<file path="src/rtl/jk_cmd_sequencer.sv">
// Command sequencer driving a downstream JK flip-flop: queues {j,k} patterns with repeat counts,
// plays them back without bubbles, and checks the returned q against an internal model.
module jk_cmd_sequencer #(
  parameter int unsigned DEPTH = 4,
  parameter int unsigned LEN_W = 4
) (
  input  logic             i_clk,
  input  logic             i_reset,
  input  logic             i_cmd_valid,
  output logic             o_cmd_ready,
  input  logic [1:0]       i_cmd_op,
  input  logic [LEN_W-1:0] i_cmd_len,
  output logic             o_j,
  output logic             o_k,
  input  logic             i_q_fb,
  output logic             o_exp_q,
  output logic             o_busy,
  output logic             o_done,
  output logic             o_mismatch
);

  localparam int unsigned PTR_W = (DEPTH > 1) ? $clog2(DEPTH) : 1;
  localparam int unsigned CNT_W = $clog2(DEPTH + 1);

  typedef enum logic {StIdle, StRun} state_t;

  logic [1:0]       r_op_mem  [DEPTH];
  logic [LEN_W-1:0] r_len_mem [DEPTH];
  logic [PTR_W-1:0] r_wr_ptr;
  logic [PTR_W-1:0] r_rd_ptr;
  logic [CNT_W-1:0] r_fill;

  state_t           r_state;
  logic [LEN_W-1:0] r_rem;
  logic             r_j;
  logic             r_k;
  logic             r_exp_q;
  logic             r_busy;
  logic             r_done;
  logic             r_mismatch;

  logic             w_full;
  logic             w_has_cmd;
  logic             w_push;
  logic             w_pop;
  logic             w_exp_q_nxt;
  logic [1:0]       w_head_op;
  logic [LEN_W-1:0] w_head_len;

  // Ready depends only on registered fill, so a pop never frees space for a same-cycle push.
  assign w_full      = (r_fill == CNT_W'(DEPTH));
  assign w_has_cmd   = (r_fill != '0);
  assign o_cmd_ready = ~w_full;
  assign w_push      = i_cmd_valid & ~w_full;
  assign w_pop       = w_has_cmd & ((r_state == StIdle) | (r_rem == '0));
  assign w_head_op   = r_op_mem[r_rd_ptr];
  assign w_head_len  = r_len_mem[r_rd_ptr];

  always_comb begin
    w_exp_q_nxt = r_exp_q;
    case ({r_j, r_k})
      2'b00:   w_exp_q_nxt = r_exp_q;
      2'b01:   w_exp_q_nxt = 1'b0;
      2'b10:   w_exp_q_nxt = 1'b1;
      default: w_exp_q_nxt = ~r_exp_q;
    endcase
  end

  always_ff @(posedge i_clk) begin
    if (w_push) begin
      r_op_mem[r_wr_ptr]  <= i_cmd_op;
      r_len_mem[r_wr_ptr] <= i_cmd_len;
    end
  end

  always_ff @(posedge i_clk or posedge i_reset) begin
    if (i_reset) begin
      r_wr_ptr <= '0;
      r_rd_ptr <= '0;
      r_fill   <= '0;
    end else begin
      if (w_push) r_wr_ptr <= r_wr_ptr + PTR_W'(1);
      if (w_pop)  r_rd_ptr <= r_rd_ptr + PTR_W'(1);
      case ({w_push, w_pop})
        2'b10:   r_fill <= r_fill + CNT_W'(1);
        2'b01:   r_fill <= r_fill - CNT_W'(1);
        default: r_fill <= r_fill;
      endcase
    end
  end

  always_ff @(posedge i_clk or posedge i_reset) begin
    if (i_reset) begin
      r_state    <= StIdle;
      r_rem      <= '0;
      r_j        <= 1'b0;
      r_k        <= 1'b0;
      r_exp_q    <= 1'b0;
      r_busy     <= 1'b0;
      r_done     <= 1'b0;
      r_mismatch <= 1'b0;
    end else begin
      r_done  <= 1'b0;
      r_exp_q <= w_exp_q_nxt;
      if (i_q_fb != r_exp_q) r_mismatch <= 1'b1;
      case (r_state)
        StIdle: begin
          if (w_has_cmd) begin
            r_state      <= StRun;
            r_busy       <= 1'b1;
            {r_j, r_k}   <= w_head_op;
            r_rem        <= w_head_len;
          end
        end
        StRun: begin
          if (r_rem != '0) begin
            r_rem <= r_rem - LEN_W'(1);
          end else if (w_has_cmd) begin
            {r_j, r_k} <= w_head_op;
            r_rem      <= w_head_len;
          end else begin
            r_state <= StIdle;
            r_busy  <= 1'b0;
            r_j     <= 1'b0;
            r_k     <= 1'b0;
            r_done  <= 1'b1;
          end
        end
        default: r_state <= StIdle;
      endcase
    end
  end

  assign o_j        = r_j;
  assign o_k        = r_k;
  assign o_exp_q    = r_exp_q;
  assign o_busy     = r_busy;
  assign o_done     = r_done;
  assign o_mismatch = r_mismatch;

endmodule

</file>
<file path="config.mk">
export PLATFORM = sky130hd
export DESIGN_NAME = jk_cmd_sequencer
export DESIGN_NICKNAME = d
export VERILOG_FILES = /design/src/rtl/jk_cmd_sequencer.sv
export SDC_FILE = /design/constraint.sdc
export NUM_CORES = 1
export LEC_CHECK = 0
export ABC_AREA = 1
export BUFFER_PORTS_ARGS = -buffer_cell sky130_fd_sc_hd__clkbuf_2
export CORE_ASPECT_RATIO = 2
export CORE_UTILIZATION = 35
export CTS_CLUSTER_DIAMETER = 100
export DETAILED_ROUTE_END_ITERATION = 8
export PLACE_DENSITY = 0.5
export SYNTH_ARGS = -nofsm -noshare
export SYNTH_HDL_FRONTEND = slang
export SYNTH_SLANG_ARGS = --single-unit
</file>
<file path="constraint.sdc">
create_clock -name i_clk -period 2.9 [get_ports i_clk]
set_input_delay 0.58 -clock i_clk [delete_from_list [all_inputs] [get_ports i_clk]]
set_output_delay 0.58 -clock i_clk [all_outputs]
set_load 0.02 [all_outputs]
</file>
=== Yosys cells after proc, flatten, opt, wreduce, memory -nomap -nowiden ===
Memory sizes are Yosys's and may differ from the RTL's.
Cells that the tools add are included.

* Reductions and logical operators: 7
* Eq/ne operators: 9
* Add/sub/neg operators: 5
* Bitwise logic cells: 6
* Mux-type cells: 25

{| class="wikitable"
|+ Operators by type and width
! operator !! count
|-
| 2-to-1 mux 1 bit || 16
|-
| 2-to-1 mux 4 bit || 2
|-
| case mux 1 bit (2 select lines) || 4
|-
| case mux 4 bit (2 select lines) || 1
|-
| != test 2 bit, second input constant || 3
|-
| case mux 3 bit (2 select lines) || 1
|-
| adder 2 x 1 -> 2 bit, second input constant || 2
|-
| == test 2 x 1 -> 1 bit, second input constant || 2
|-
| == test 2 bit, second input constant || 2
|-
| logical NOT 4 bit || 1
|-
| nonzero test 4 bit || 1
|-
| subtractor 4 x 1 -> 4 bit, second input constant || 1
|-
| adder 3 x 1 -> 3 bit, second input constant || 1
|-
| == test 3 bit, second input constant || 1
|-
| inverter 1 bit || 3
|-
| case mux 1 bit (3 select lines) || 1
|-
| AND reduction 3 bit || 1
|-
| nonzero test 3 bit || 1
|-
| subtractor 3 x 1 -> 3 bit, second input constant || 1
|-
| AND 1 bit || 2
|-
| logical NOT 2 bit || 1
|-
| AND reduction 2 bit || 1
|-
| nonzero test 2 bit || 1
|-
| != test 1 bit || 1
|-
| OR 1 bit || 1
|}

* Bits of input ports: 10
* Memories kept: 2
* Word-level logic and storage cells: 65
* Output and inout port bits: 7
* Memory bits (writable): 24
* Flip-flop bits (word level): 18

{| class="wikitable"
|+ Memory list
! name !! words !! bits a word !! read ports !! clocked after memory_dff !! wr ports !! line !! source
|-
| r_len_mem || 4 || 4 || 1 || 0 || 1 || 28 || <nowiki>logic [LEN_W-1:0] r_len_mem [DEPTH];</nowiki>
|-
| r_op_mem || 4 || 2 || 1 || 0 || 1 || 27 || <nowiki>logic [1:0] r_op_mem [DEPTH];</nowiki>
|}

=== Longest topological paths before layout ===
Gate-level depths: netlist of run 1.

* Word-level depth: 5
* Depth in mapped cells: 12

=== Worst setup path after synthesis of run 1 ===
OpenSTA, ideal clock, no wires.

* Path type: register to register
* Start: register r_rem[0]
* End: register r_fill[2]
* Data arrival time: 1922 ps
* Cell stages (with the launch flop): 13
* Period minus slack after synthesis: 2053 ps
* Path slack: 847 ps
* Cell sequence: dfrtp_1 > inv_1 > ha_1 > nand3_1 > nand2_2 > nand2_4 > inv_4 > ha_1 > inv_1 > fa_1 > a21oi_1 > o21ai_0 > xor2_1

* Longest elaborated chain between the ends: 5
* Elaborated cells between the ends (all ways): 7

{| class="wikitable"
|+ RTL lines
! item !! line !! source
|-
| start, declared || 34 || <nowiki>logic [LEN_W-1:0] r_rem;</nowiki>
|-
| start signal, assigned || 112 || <nowiki>r_rem <= w_head_len;</nowiki>
|-
| start signal, assigned || 117 || <nowiki>r_rem <= r_rem - LEN_W'(1);</nowiki>
|-
| start signal, assigned || 120 || <nowiki>r_rem <= w_head_len;</nowiki>
|-
| logical NOT 4 bit * || 55 || <nowiki>assign w_pop = w_has_cmd & ((r_state == StIdle) | (r_rem == '0));</nowiki>
|-
| OR 1 bit * || 55 ||
|-
| AND 1 bit * || 55 ||
|-
| via w_pop || 45 || <nowiki>logic w_pop;</nowiki>
|-
| == test 2 x 1 -> 1 bit or == test 2 bit (tied branches) || 84 || <nowiki>case ({w_push, w_pop})</nowiki>
|-
| case mux 3 bit (2 select lines) or nonzero test 2 bit (tied branches) || -- ||
|-
| end signal, assigned || 85 || <nowiki>2'b10: r_fill <= r_fill + CNT_W'(1);</nowiki>
|-
| end signal, assigned || 86 || <nowiki>2'b01: r_fill <= r_fill - CNT_W'(1);</nowiki>
|-
| end signal, assigned || 87 || <nowiki>default: r_fill <= r_fill;</nowiki>
|-
| end, declared || 31 || <nowiki>logic [CNT_W-1:0] r_fill;</nowiki>
|}

The timed path passes the listed nets; every way through them passes the cells marked *.
A chain may end at the register's enable or synchronous reset.

=== Worst setup path in the final report of run 1 ===
Ends and elaborated chain as after synthesis.

==> results.py, run 1 <==
metrics = {
    "finish": {
        "final_common_cell": "nand2_1",
        "finalInstanceArea_mm2": 0.00211,
        "area_growth_pct": 11.8,
        "n_antenna_cell": 0,
        "final_util": 0.408,
        "drive_above_1_share": 0.189,
        "fill_cells": 527,
        "final_cell_mix": "34 x nand2_1, 24 x edfxtp_1, 20 x nor2_1",
        "nets": 219,
    },
    "die": {
        "fp.dieW_um": 54.0,
        "initial_utilization": 0.365,
        "coreArea_mm2": 0.00518,
        "rows": 37,
        "dieArea_mm2": 0.00572,
        "die_h_um": 106,
        "ios": 17,
    },
    "logic_synthesis": {
        "synthesis.nets": 198,
        "synth-edff-count": 24,
        "syn_area_mm2": 0.00189,
        "synth_seq_cells": 42,
        "synthTopCellsByArea": "edfxtp_1 38%, dfrtp_1 24%, nand2_1 6.7%",
        "synth_top_cell_area_share": 0.381,
        "synth_cells": 179,
        "yosysTopAreaCell": "edfxtp_1",
        "synth.distinct_cells": 23,
        "ys.flop_type": "edfxtp_1",
        "ys_async_sr_fraction": 0.429,
        "syn_area_per_cell_um2": 10.6,
        "synth_warnings": 0,
        "ys_seq_area_frac": 0.619,
    },
    "setup_path": {
        "crit_family": "adder cells",
        "crit_buf_inv": 3,
        "cp-end-kind": "flop",
        "reg2reg_from": "r_rem[0]",
        "path_cells": "inv_1, ha_1, nand3_1, nand2_2, nand2_4, inv_4, ha_1, inv_1, fa_1, a21oi_1, o21ai_0, xor2_1",
        "max_stage_delay_ns": 0.39,
        "crit_required_ns": 3.07,
        "crit_type": "flop to flop",
        "slowest_stage": "dfrtp_1",
        "worstSetupStartpoint": "r_rem[0]",
        "crit_fanout": 7,
        "start_kind": "flop",
        "arrival_ns": 2.38,
    },
    "placed_design": {
        "pre_cts_slack_ns": 0.698,
        "place_congestion": 0.718,
        "dp_hpwl_um": 2510,
        "port_buffers": 16,
        "place_area_mm2": 0.00202,
    },
    "timing": {
        "fin_skew_ns": 0.00785,
        "slew_violations": 0,
        "setup_viol": 0,
        "fin_tns_setup_ns": 0,
        "min_period_ns": 2.21,
        "slew_headroom": 0.509,
        "hold_viol": 0,
        "fin_crit_sh": 0.761,
        "max_freq_mhz": 453,
        "rsz0062_at_grt": "false",
        "worstMarginPinSlew_ns": 0.735,
        "fin_ws_ns": 0.694,
    },
    "pwr": {
        "static-leakage-power_uw": 0.000922,
        "pwr_density_cell_mw_per_mm2": 1030,
        "peakVddDrop_mv": 0.438,
    },
    "clock_network": {
        "clk_pin_slew_worst_paths_ns": 0.09,
        "ctsHoldBuffers": 0,
        "h-tree-depth": 2,
        "cts_made_buffers": 5,
        "clockBufferDepth": 2,
        "cts_setup_buffers": 0,
        "cts_resized": 0,
        "cts_tree": "yes",
        "cts_root_buf": "clkbuf_8",
        "cts_sinks": 42,
        "clkLatencyLatePin_ns": 0.29,
    },
    "grt": {
        "grt_pass1_wl_um": 5660,
        "antenna_found_initial": 0,
        "overflow": 0,
        "grt_max_degree": 19,
        "track_usage": 0.140,
        "grt_pass1_vias": 1263,
    },
    "worst_hold_path": {
        "hp-class": "primary input to async pin",
    },
    "routing": {
        "wl_per_cell_um": 13.0,
        "drc_errors": 0,
        "initialDrtViolationCount": 31,
        "dr.pass1.iters": 4,
        "num_vias": 1244,
        "vias_per_cell": 4.80,
        "routed_wl_um": 3360,
        "ant_nets": 0,
    },
    "flow_run": {
        "maxCapViolCount": 0,
    },
    "status": {
        "status": "complete, no violations",
    },
}
[synth_stat cells (2+ instances only)]
cell type / count
nand2_1: 34
o21ai_0: 8
ha_1: 8
dfrtp_1: 18
edfxtp_1: 24
nand2_2: 2
xor2_1: 3
a21oi_1: 5
nor2_1: 20
o21ai_1: 7
buf_6: 2
o22ai_1: 2
inv_1: 15
inv_2: 8
nand3_1: 15
[registers in the layout, indices dropped and copies added, names as in the netlist]
signal      flops
r_rem           4
o_mismatch      1
r_fill          3
o_exp_q         1
r_state         1
o_busy          1
o_j             1
r_op_mem        8
r_len_mem      16
r_rd_ptr        2
r_wr_ptr        2
o_done          1
o_k             1
[per-layer routing]
| layer | up-vias | part of all wire | GRT usage |
|---|---|---|---|
| met5 | - | 0 | 0 |
| met3 | 4 | 0.020 | 0.0329 |
| li1 | 629 | - | - |
| met2 | 16 | 0.57 | 0.258 |
| met1 | 595 | 0.39 | 0.139 |
| met4 | 0 | 0.015 | 0.0568 |
[stage by stage]
stage	hold WS [ns]	instances	total power (uW)
5_1_grt	0.448	259	2390
2_1_floorplan	0.466	179	1620
6_report	0.381	259	2180
3_5_place_dp	0.473	251	1820
3_3_place_gp	0.459	251	1780
4_1_cts	0.407	259	2210
[report_power, final]
| part | switching, uW | internal, uW |
|---|---|---|
| sequential | 131 | 820 |
| combinational | 545 | 298 |
| clock | 215 | 172 |
| total | 890 | 1290 |
[layout make-up]
cell class,count,area [um2],share of cell area
Sequential cell,42,1170,0.554
Multi-Input combinational cell,111,606,0.286
Inverter,24,92.6,0.0438
Timing Repair Buffer,16,80.1,0.0379
Tap cell,58,72.6,0.0343
Clock buffer,5,68.8,0.0325
Clock inverter,3,23.8,0.0112
[path summary, 6_finish.rpt]
kind | depth (start not counted) | slack (ns) | end
setup reg to reg | 12 | 0.69 | r_fill[2]
min in group i_clk | 2 | 0.47 | o_mismatch
hold reg to reg | 2 | 0.49 | o_mismatch
max in group asynchronous | 2 | 2.05 | r_rem[2]
setup / recovery | 12 | 0.69 | r_fill[2]
hold / removal | 2 | 0.38 | r_state
[cell families (layout without fill, tap and decap cells)]
family / Yosys count / count (layout) / synth area share
buffers and inverters: 26 / 48 / 0.0608
AO/OA/AOI/OAI: 22 / 22 / 0.0595
flip-flops: 42 / 42 / 0.619
XOR/XNOR: 4 / 4 / 0.0185
adder cells (fa/ha/maj): 9 / 9 / 0.0635
AND/OR/NAND/NOR: 76 / 76 / 0.179
Note: power is estimated with default switching activity, not from simulation.
==> run 2: changes to the inputs <==
--- a/config.mk
+++ b/config.mk
@@ -5,7 +5,7 @@
 export SDC_FILE = /design/constraint.sdc
 export NUM_CORES = 1
 export LEC_CHECK = 0
-export ABC_AREA = 1
+export ABC_AREA = 0
 export BUFFER_PORTS_ARGS = -buffer_cell sky130_fd_sc_hd__clkbuf_2
 export CORE_ASPECT_RATIO = 2
 export CORE_UTILIZATION = 35
==> constraint.sdc (replaced) <==
create_clock -name i_clk -period 2.1 [get_ports i_clk]
set_input_delay 0.42 -clock i_clk [delete_from_list [all_inputs] [get_ports i_clk]]
set_output_delay 0.42 -clock i_clk [all_outputs]
set_load 0.02 [all_outputs]
==> run 2 against run 1 <==
Against the previous run: the run now ends with setup timing left; clock power is 43% higher; maximum frequency is 0.79% higher; hold slack worse by 0.18 ns; sequential power is 42% higher; non-clock buffer count is 15 higher; cell count is 15% lower; combinational power is 47% higher; first-iteration DRC count is 90% lower; via count is 12% lower; routed wire length is 3.9% lower; synthesized area is 1.5% lower; synthesized cell count is 28% lower.
==> results.py, run 2 <==
metrics = {
    "status": {
        "status": "finished, violations left",
        "violations": "setup timing",
    },
    "logic_synthesis": {
        "ys.flop_type": "edfxtp_1",
        "synth_seq_cells": 42,
        "syn_area_mm2": 0.00186,
        "synthTopCellsByArea": "edfxtp_1 39%, dfrtp_1 24%, mux4_2 7.3%",
        "ys_seq_area_frac": 0.629,
        "syn_area_per_cell_um2": 14.4,
        "synth_commonest_cells": "24 x edfxtp_1, 18 x dfrtp_1, 12 x inv_1, 8 x ha_1, 8 x nand2_1",
        "synthesis.nets": 148,
        "synth_warnings": 0,
        "synth_top_cell_area_share": 0.387,
        "synth.distinct_cells": 37,
        "synth-edff-count": 24,
        "yosysTopAreaCell": "edfxtp_1",
        "synth_cells": 129,
        "ys_async_sr_fraction": 0.429,
        "synthMostInstantiatedCell": "edfxtp_1",
    },
    "finish": {
        "reg.largest.list": "r_len_mem x16, r_op_mem x8, r_rem x4",
        "nets": 181,
        "n_antenna_cell": 0,
        "largest_reg_flops": 16,
        "final_common_cell": "edfxtp_1",
        "drive_above_1_share": 0.350,
        "regMostFlops": "r_len_mem",
        "final_cell_mix": "24 x edfxtp_1, 18 x dfrtp_1, 16 x clkbuf_2",
        "fill_cells": 481,
        "area_growth_pct": 19.7,
    },
    "die": {
        "ios": 17,
        "coreArea_mm2": 0.00514,
        "initial_utilization": 0.363,
        "dieArea_mm2": 0.00564,
        "fp.dieW_um": 53.6,
        "rows": 37,
        "die_h_um": 105,
    },
    "clock_network": {
        "cts_tree": "yes",
        "clk_pin_slew_worst_paths_ns": 0.09,
        "clockBufferDepth": 2,
        "clkLatencyLatePin_ns": 0.30,
        "ctsHoldBuffers": 0,
        "h-tree-depth": 2,
        "cts_sinks": 42,
        "cts_made_buffers": 5,
        "cts_root_buf": "clkbuf_8",
    },
    "placed_design": {
        "pre_cts_slack_ns": -0.0669,
        "place_congestion": 0.755,
        "port_buffers": 16,
        "dp_hpwl_um": 2450,
    },
    "timing": {
        "hold_viol": 0,
        "fin_crit_sh": 1.04,
        "setup_viol": 1,
        "worstMarginPinSlew_ns": 0.712,
        "slew_violations": 0,
        "fin_skew_ns": 0.00953,
        "rsz0062_at_grt": "true",
        "max_freq_mhz": 457,
        "fin_ws_ns": -0.0886,
        "slew_headroom": 0.525,
        "min_period_ns": 2.19,
        "fin_tns_setup_ns": -0.0886,
    },
    "routing": {
        "dr.pass1.iters": 4,
        "routed_wl_um": 3230,
        "num_vias": 1097,
        "initialDrtViolationCount": 3,
        "wl_per_cell_um": 14.6,
        "vias_per_cell": 4.96,
        "ant_nets": 0,
        "drc_errors": 0,
    },
    "pwr": {
        "static-leakage-power_uw": 0.000929,
        "pwr_density_cell_mw_per_mm2": 1410,
        "peakVddDrop_mv": 0.761,
    },
    "setup_path": {
        "path_cells": "inv_2, ha_4, or3b_4, a21oi_4, ha_4, inv_2, fa_2, xor2_1, nor2_1, xor2_1",
        "max_stage_delay_ns": 0.40,
        "reg2reg_from": "r_rem[0]",
        "crit_required_ns": 2.28,
        "cp-end-kind": "flop",
        "worstSetupStartpoint": "r_rem[0]",
        "crit_type": "flop to flop",
        "start_kind": "flop",
        "crit_fanout": 2,
        "arrival_ns": 2.37,
        "slowest_stage": "dfrtp_1",
    },
    "grt": {
        "track_usage": 0.140,
        "antenna_found_initial": 0,
        "grt_pass1_wl_um": 5470,
        "grt_max_degree": 19,
        "overflow": 0,
        "grt_pass1_vias": 1160,
    },
    "worst_hold_path": {
        "hp-class": "primary input to async pin",
    },
    "flow_run": {
        "maxCapViolCount": 0,
    },
}
## run 2: changes by cell type in the layout (fill, tap and decap cells not counted), moves of 4 or more
| cell | before | now |
|---|---|---|
| buf_4 | 0 | 15 |
| o21ai_0 | 8 | 3 |
| o21ai_1 | 7 | 0 |
| and3_1 | 0 | 4 |
| nor2_1 | 20 | 6 |
| nand3_1 | 15 | 1 |
| inv_2 | 8 | 3 |
| inv_1 | 15 | 9 |
| xnor2_1 | 1 | 5 |
| mux4_2 | 0 | 6 |
| nand2_1 | 34 | 8 |
## run 2: where the power goes
group          total (uW)  internal, uW  leakage (uW)  switching [uW]
combinational        1240           660      0.000450             581
clock                 554           247     0.0000495             307
sequential           1350          1140      0.000430             210
total                3140          2040      0.000929            1100
## run 2: path summary, 6_finish.rpt
check	cells after the start	slack (ns)	to
worst min-delay path	2	0.20	r_rem[1]
min in group i_clk	1	0.33	r_len_mem[0][0]
worst min register to register	1	0.49	o_mismatch
worst max-delay path	10	-0.09	r_fill[2]
max in group asynchronous	2	1.44	r_rem[3]
worst max register to register	10	-0.09	r_fill[2]
## run 2: per-layer routing
layer  wire length [um]  up-vias  part of all wire  global-route usage
met5                  0        -                 0                   0
met4                 79        0             0.024              0.0677
met3                 80        7             0.025              0.0349
met2               1860       20              0.57               0.243
met1               1210      540              0.38               0.147
li1                   -      530                 -                   -
## run 2: critical path: cells and delay by family, from the launching register on
kind / cells / cell delay [ns]
xor gates and xnor gates: 2 / 0.30
AOI/OAI and AO/OA: 1 / 0.19
DFF: 1 / 0.40
buffers and inverters: 2 / 0.11
and+or+nand+nor: 2 / 0.46
adders and majority gates: 3 / 0.60
## run 2: cells by family (layout without fill, tap and decap cells)
| kind of cell | Yosys count | in the layout | share of synthesized area |
|---|---|---|---|
| simple gates | 30 | 30 | 0.0860 |
| xor+xnor | 8 | 8 | 0.0376 |
| fa+ha+maj | 9 | 9 | 0.0645 |
| mux | 9 | 9 | 0.0893 |
| compound gates | 14 | 14 | 0.0551 |
| buf+inv | 17 | 51 | 0.0389 |
| flops | 42 | 42 | 0.629 |
## run 2: layout make-up
class                   instances  area [um2]  area share
clock buffers                   5        68.8      0.0308
clock inverters                 3        26.3      0.0118
well taps                      58        72.6      0.0325
multi-input cells              70         654       0.293
repair buffers                 31         193      0.0864
inverters                      12        45.0      0.0202
flip-flops and latches         42        1170       0.525
## run 2: stage by stage
step | power [uW] | hold WS, ns | area, um2 | std cells | util
detailed placement | 2560 | 0.487 | 2090 | 208 | 0.406
floorplan | 2190 | 0.359 | 1890 | 129 | -
CTS | 3140 | 0.223 | 2190 | 216 | 0.427
global route | 3400 | 0.255 | 2230 | 221 | 0.434
global placement | 2500 | 0.450 | 2090 | 208 | 0.406
finish | 3140 | 0.202 | 2230 | 221 | 0.434
## run 2: what timing repair did
action / in CTS / in global routing
pin swaps: 1 / 2
gates cloned: 0 / 0
endpoints found under the setup margin: 1 / 2
endpoints found under the hold margin: 0 / 0
setup buffers: 0 / 5
resized for setup: 1 / 0
==> run 3: changes to the inputs <==
--- a/config.mk
+++ b/config.mk
@@ -8,10 +8,10 @@
 export ABC_AREA = 0
 export BUFFER_PORTS_ARGS = -buffer_cell sky130_fd_sc_hd__clkbuf_2
 export CORE_ASPECT_RATIO = 2
-export CORE_UTILIZATION = 35
+export CORE_UTILIZATION = 40
 export CTS_CLUSTER_DIAMETER = 100
 export DETAILED_ROUTE_END_ITERATION = 8
-export PLACE_DENSITY = 0.5
+export PLACE_DENSITY = 0.55
 export SYNTH_ARGS = -nofsm -noshare
 export SYNTH_HDL_FRONTEND = slang
 export SYNTH_SLANG_ARGS = --single-unit
==> run 3 against run 2 <==
Against the previous run: the flow still finishes with violations (setup timing); hold slack better by 0.0033 ns; final area is 1.8% lower; global-route usage is 1.0 points higher; combinational power is 5% lower; non-clock buffer count is 4 lower; setup slack better by 0.040 ns; sequential power hardly changed; count of clock-buffer cells in the layout stayed put; clock power is 7.2% lower; via count is 1.0% lower; critical endpoint unchanged; largest cell class unchanged.
==> results.py, run 3 (same netlist as run 2, synthesis figures left out) <==
metrics = {
    "pwr": {
        "swShare": 0.350,
        "static-leakage-power_uw": 0.000904,
        "p_int_uw": 1980,
        "totalPowerFinal_uw": 3050,
        "switchingPower_uw": 1070,
        "pwr-share-comb": 0.389,
        "p_clk_frac": 0.169,
        "pwr_density_cell_mw_per_mm2": 1390,
        "seqPwrFrac": 0.442,
        "peakVddDrop_mv": 0.718,
    },
    "placed_design": {
        "dp_hpwl_um": 2390,
        "port_buffers": 16,
        "place_congestion": 0.821,
        "dp_cells": 204,
    },
    "clock_network": {
        "cts_made_buffers": 5,
        "clk_pin_slew_worst_paths_ns": 0.08,
        "cts_sinks": 42,
        "cts_root_buf": "clkbuf_8",
        "clkLatencyLatePin_ns": 0.29,
        "clockBufferDepth": 2,
        "h-tree-depth": 2,
        "cts_tree": "yes",
    },
    "timing": {
        "setup_viol": 1,
        "fin_crit_sh": 1.02,
        "worstMarginPinSlew_ns": 0.698,
        "fin_skew_ns": 0.00332,
        "slew_headroom": 0.534,
        "rsz0062_at_grt": "true",
        "min_period_ns": 2.15,
        "slew_violations": 0,
        "hold_viol": 0,
        "holdWs_ns": 0.205,
        "fin_ws_ns": -0.0485,
        "max_freq_mhz": 465,
    },
    "routing": {
        "initialDrtViolationCount": 20,
        "dr.pass1.iters": 4,
        "wl_met1_um": 1170,
        "dr.max_layer_used": "met4",
        "num_vias": 1086,
        "vias_per_cell": 5.10,
        "ant_nets": 0,
        "routed_wl_um": 3170,
        "routed-wl-met2_um": 1850,
        "drc_errors": 0,
        "wl_per_cell_um": 14.9,
        "wl_met3_um": 78,
    },
    "flow_run": {
        "maxCapViolCount": 0,
    },
    "status": {
        "status": "finished, violations left",
        "violations": "setup timing",
    },
    "finish": {
        "area_growth_pct": 17.6,
        "regMostFlops": "r_len_mem",
        "final_util": 0.495,
        "final_cell_mix": "24 x edfxtp_1, 18 x dfrtp_1, 16 x clkbuf_2",
        "largest_reg_flops": 16,
        "layoutNonFillerInstCount": 213,
        "drive_above_1_share": 0.333,
        "final_common_cell": "edfxtp_1",
        "reg.largest.list": "r_len_mem x16, r_op_mem x8, r_rem x4",
        "n_antenna_cell": 0,
        "nets": 177,
    },
    "setup_path": {
        "arrival_ns": 2.37,
        "crit_type": "flop to flop",
        "cp-end-kind": "flop",
        "reg2reg_from": "r_rem[0]",
        "reg2reg_slack_ns": -0.05,
        "endpoint": "r_fill[2]",
        "crit_fanout": 2,
        "crit_required_ns": 2.32,
        "reg2reg_to": "r_fill[2]",
        "worstSetupStartpoint": "r_rem[0]",
        "start_kind": "flop",
        "r2r_cells": 10,
    },
    "grt": {
        "overflow": 0,
        "grt_pass1_wl_um": 5260,
        "track_usage": 0.150,
        "grt_pass1_vias": 1203,
        "grt_max_degree": 19,
        "antenna_found_initial": 0,
    },
    "die": {
        "coreArea_mm2": 0.00442,
        "fp.dieW_um": 50.3,
        "ios": 17,
        "die_h_um": 98.5,
        "rows": 34,
        "dieArea_mm2": 0.00495,
        "initial_utilization": 0.421,
    },
    "worst_hold_path": {
        "hp-class": "primary input to async pin",
    },
}
[run 3: layout make-up]
class,instances,area (um2)
Sequential cell,42,1170
Tap cell,54,67.6
Clock buffer,5,68.8
Clock inverter,3,21.3
Inverter,12,45.0
Multi-Input combinational cell,70,654
Fill cell,392,2230
Timing Repair Buffer,27,163
[run 3: how the worst min path moves through the flow]
| stage | start | to | slack (ns) | cells past startpoint |
|---|---|---|---|---|
| global route | i_reset | r_fill[1] | 0.27 | 2 |
| floorplan | i_reset | o_busy | 0.36 | 1 |
| detailed placement | o_mismatch | o_mismatch | 0.45 | 1 |
| CTS | i_reset | r_fill[0] | 0.24 | 2 |
| finish | i_reset | r_wr_ptr[1] | 0.20 | 2 |
| global placement | o_mismatch | o_mismatch | 0.45 | 1 |
[run 3: timing repair]
action,4_1_cts,5_1_grt
hold buffers,0,0
setup endpoints to repair,1,2
pin swaps,2,1
gates resized for setup,0,1
gates cloned,0,0
setup buffers,1,0
[run 3: through the flow]
stage          worst slack (ns)   TNS, ns  area (um2)
2_1_floorplan            -0.105    -0.105        1890
3_3_place_gp           -0.00223  -0.00223        2080
3_5_place_dp            -0.0560   -0.0560        2080
4_1_cts                 -0.0594   -0.0594        2180
5_1_grt                  -0.190    -0.190        2190
6_report                -0.0485   -0.0485        2190
[run 3: per-layer routing]
layer  GRT usage  vias to the layer above
li1            -                      520
met1       0.129                      540
met2       0.292                       19
met3      0.0386                        7
met4      0.0769                        0
met5           0                        -
[run 3: power groups by stage]
stage	clock network, uW	registers, uW	logic (uW)
floorplan	0	1320	871
global placement	0	1360	1130
detailed placement	0	1380	1180
CTS	539	1360	1190
global route	562	1390	1320
finish	514	1350	1180
[run 3: worst max-delay path, stage by stage, from the launching register on]
cell and delay [ns]:
dfrtp_1 0.40, inv_2 0.08, ha_4 0.12, or3b_4 0.39, a21oi_4 0.16, ha_4 0.15, inv_2 0.03, fa_2 0.32
xor2_1 0.14, nor2_1 0.12, xor2_1 0.14
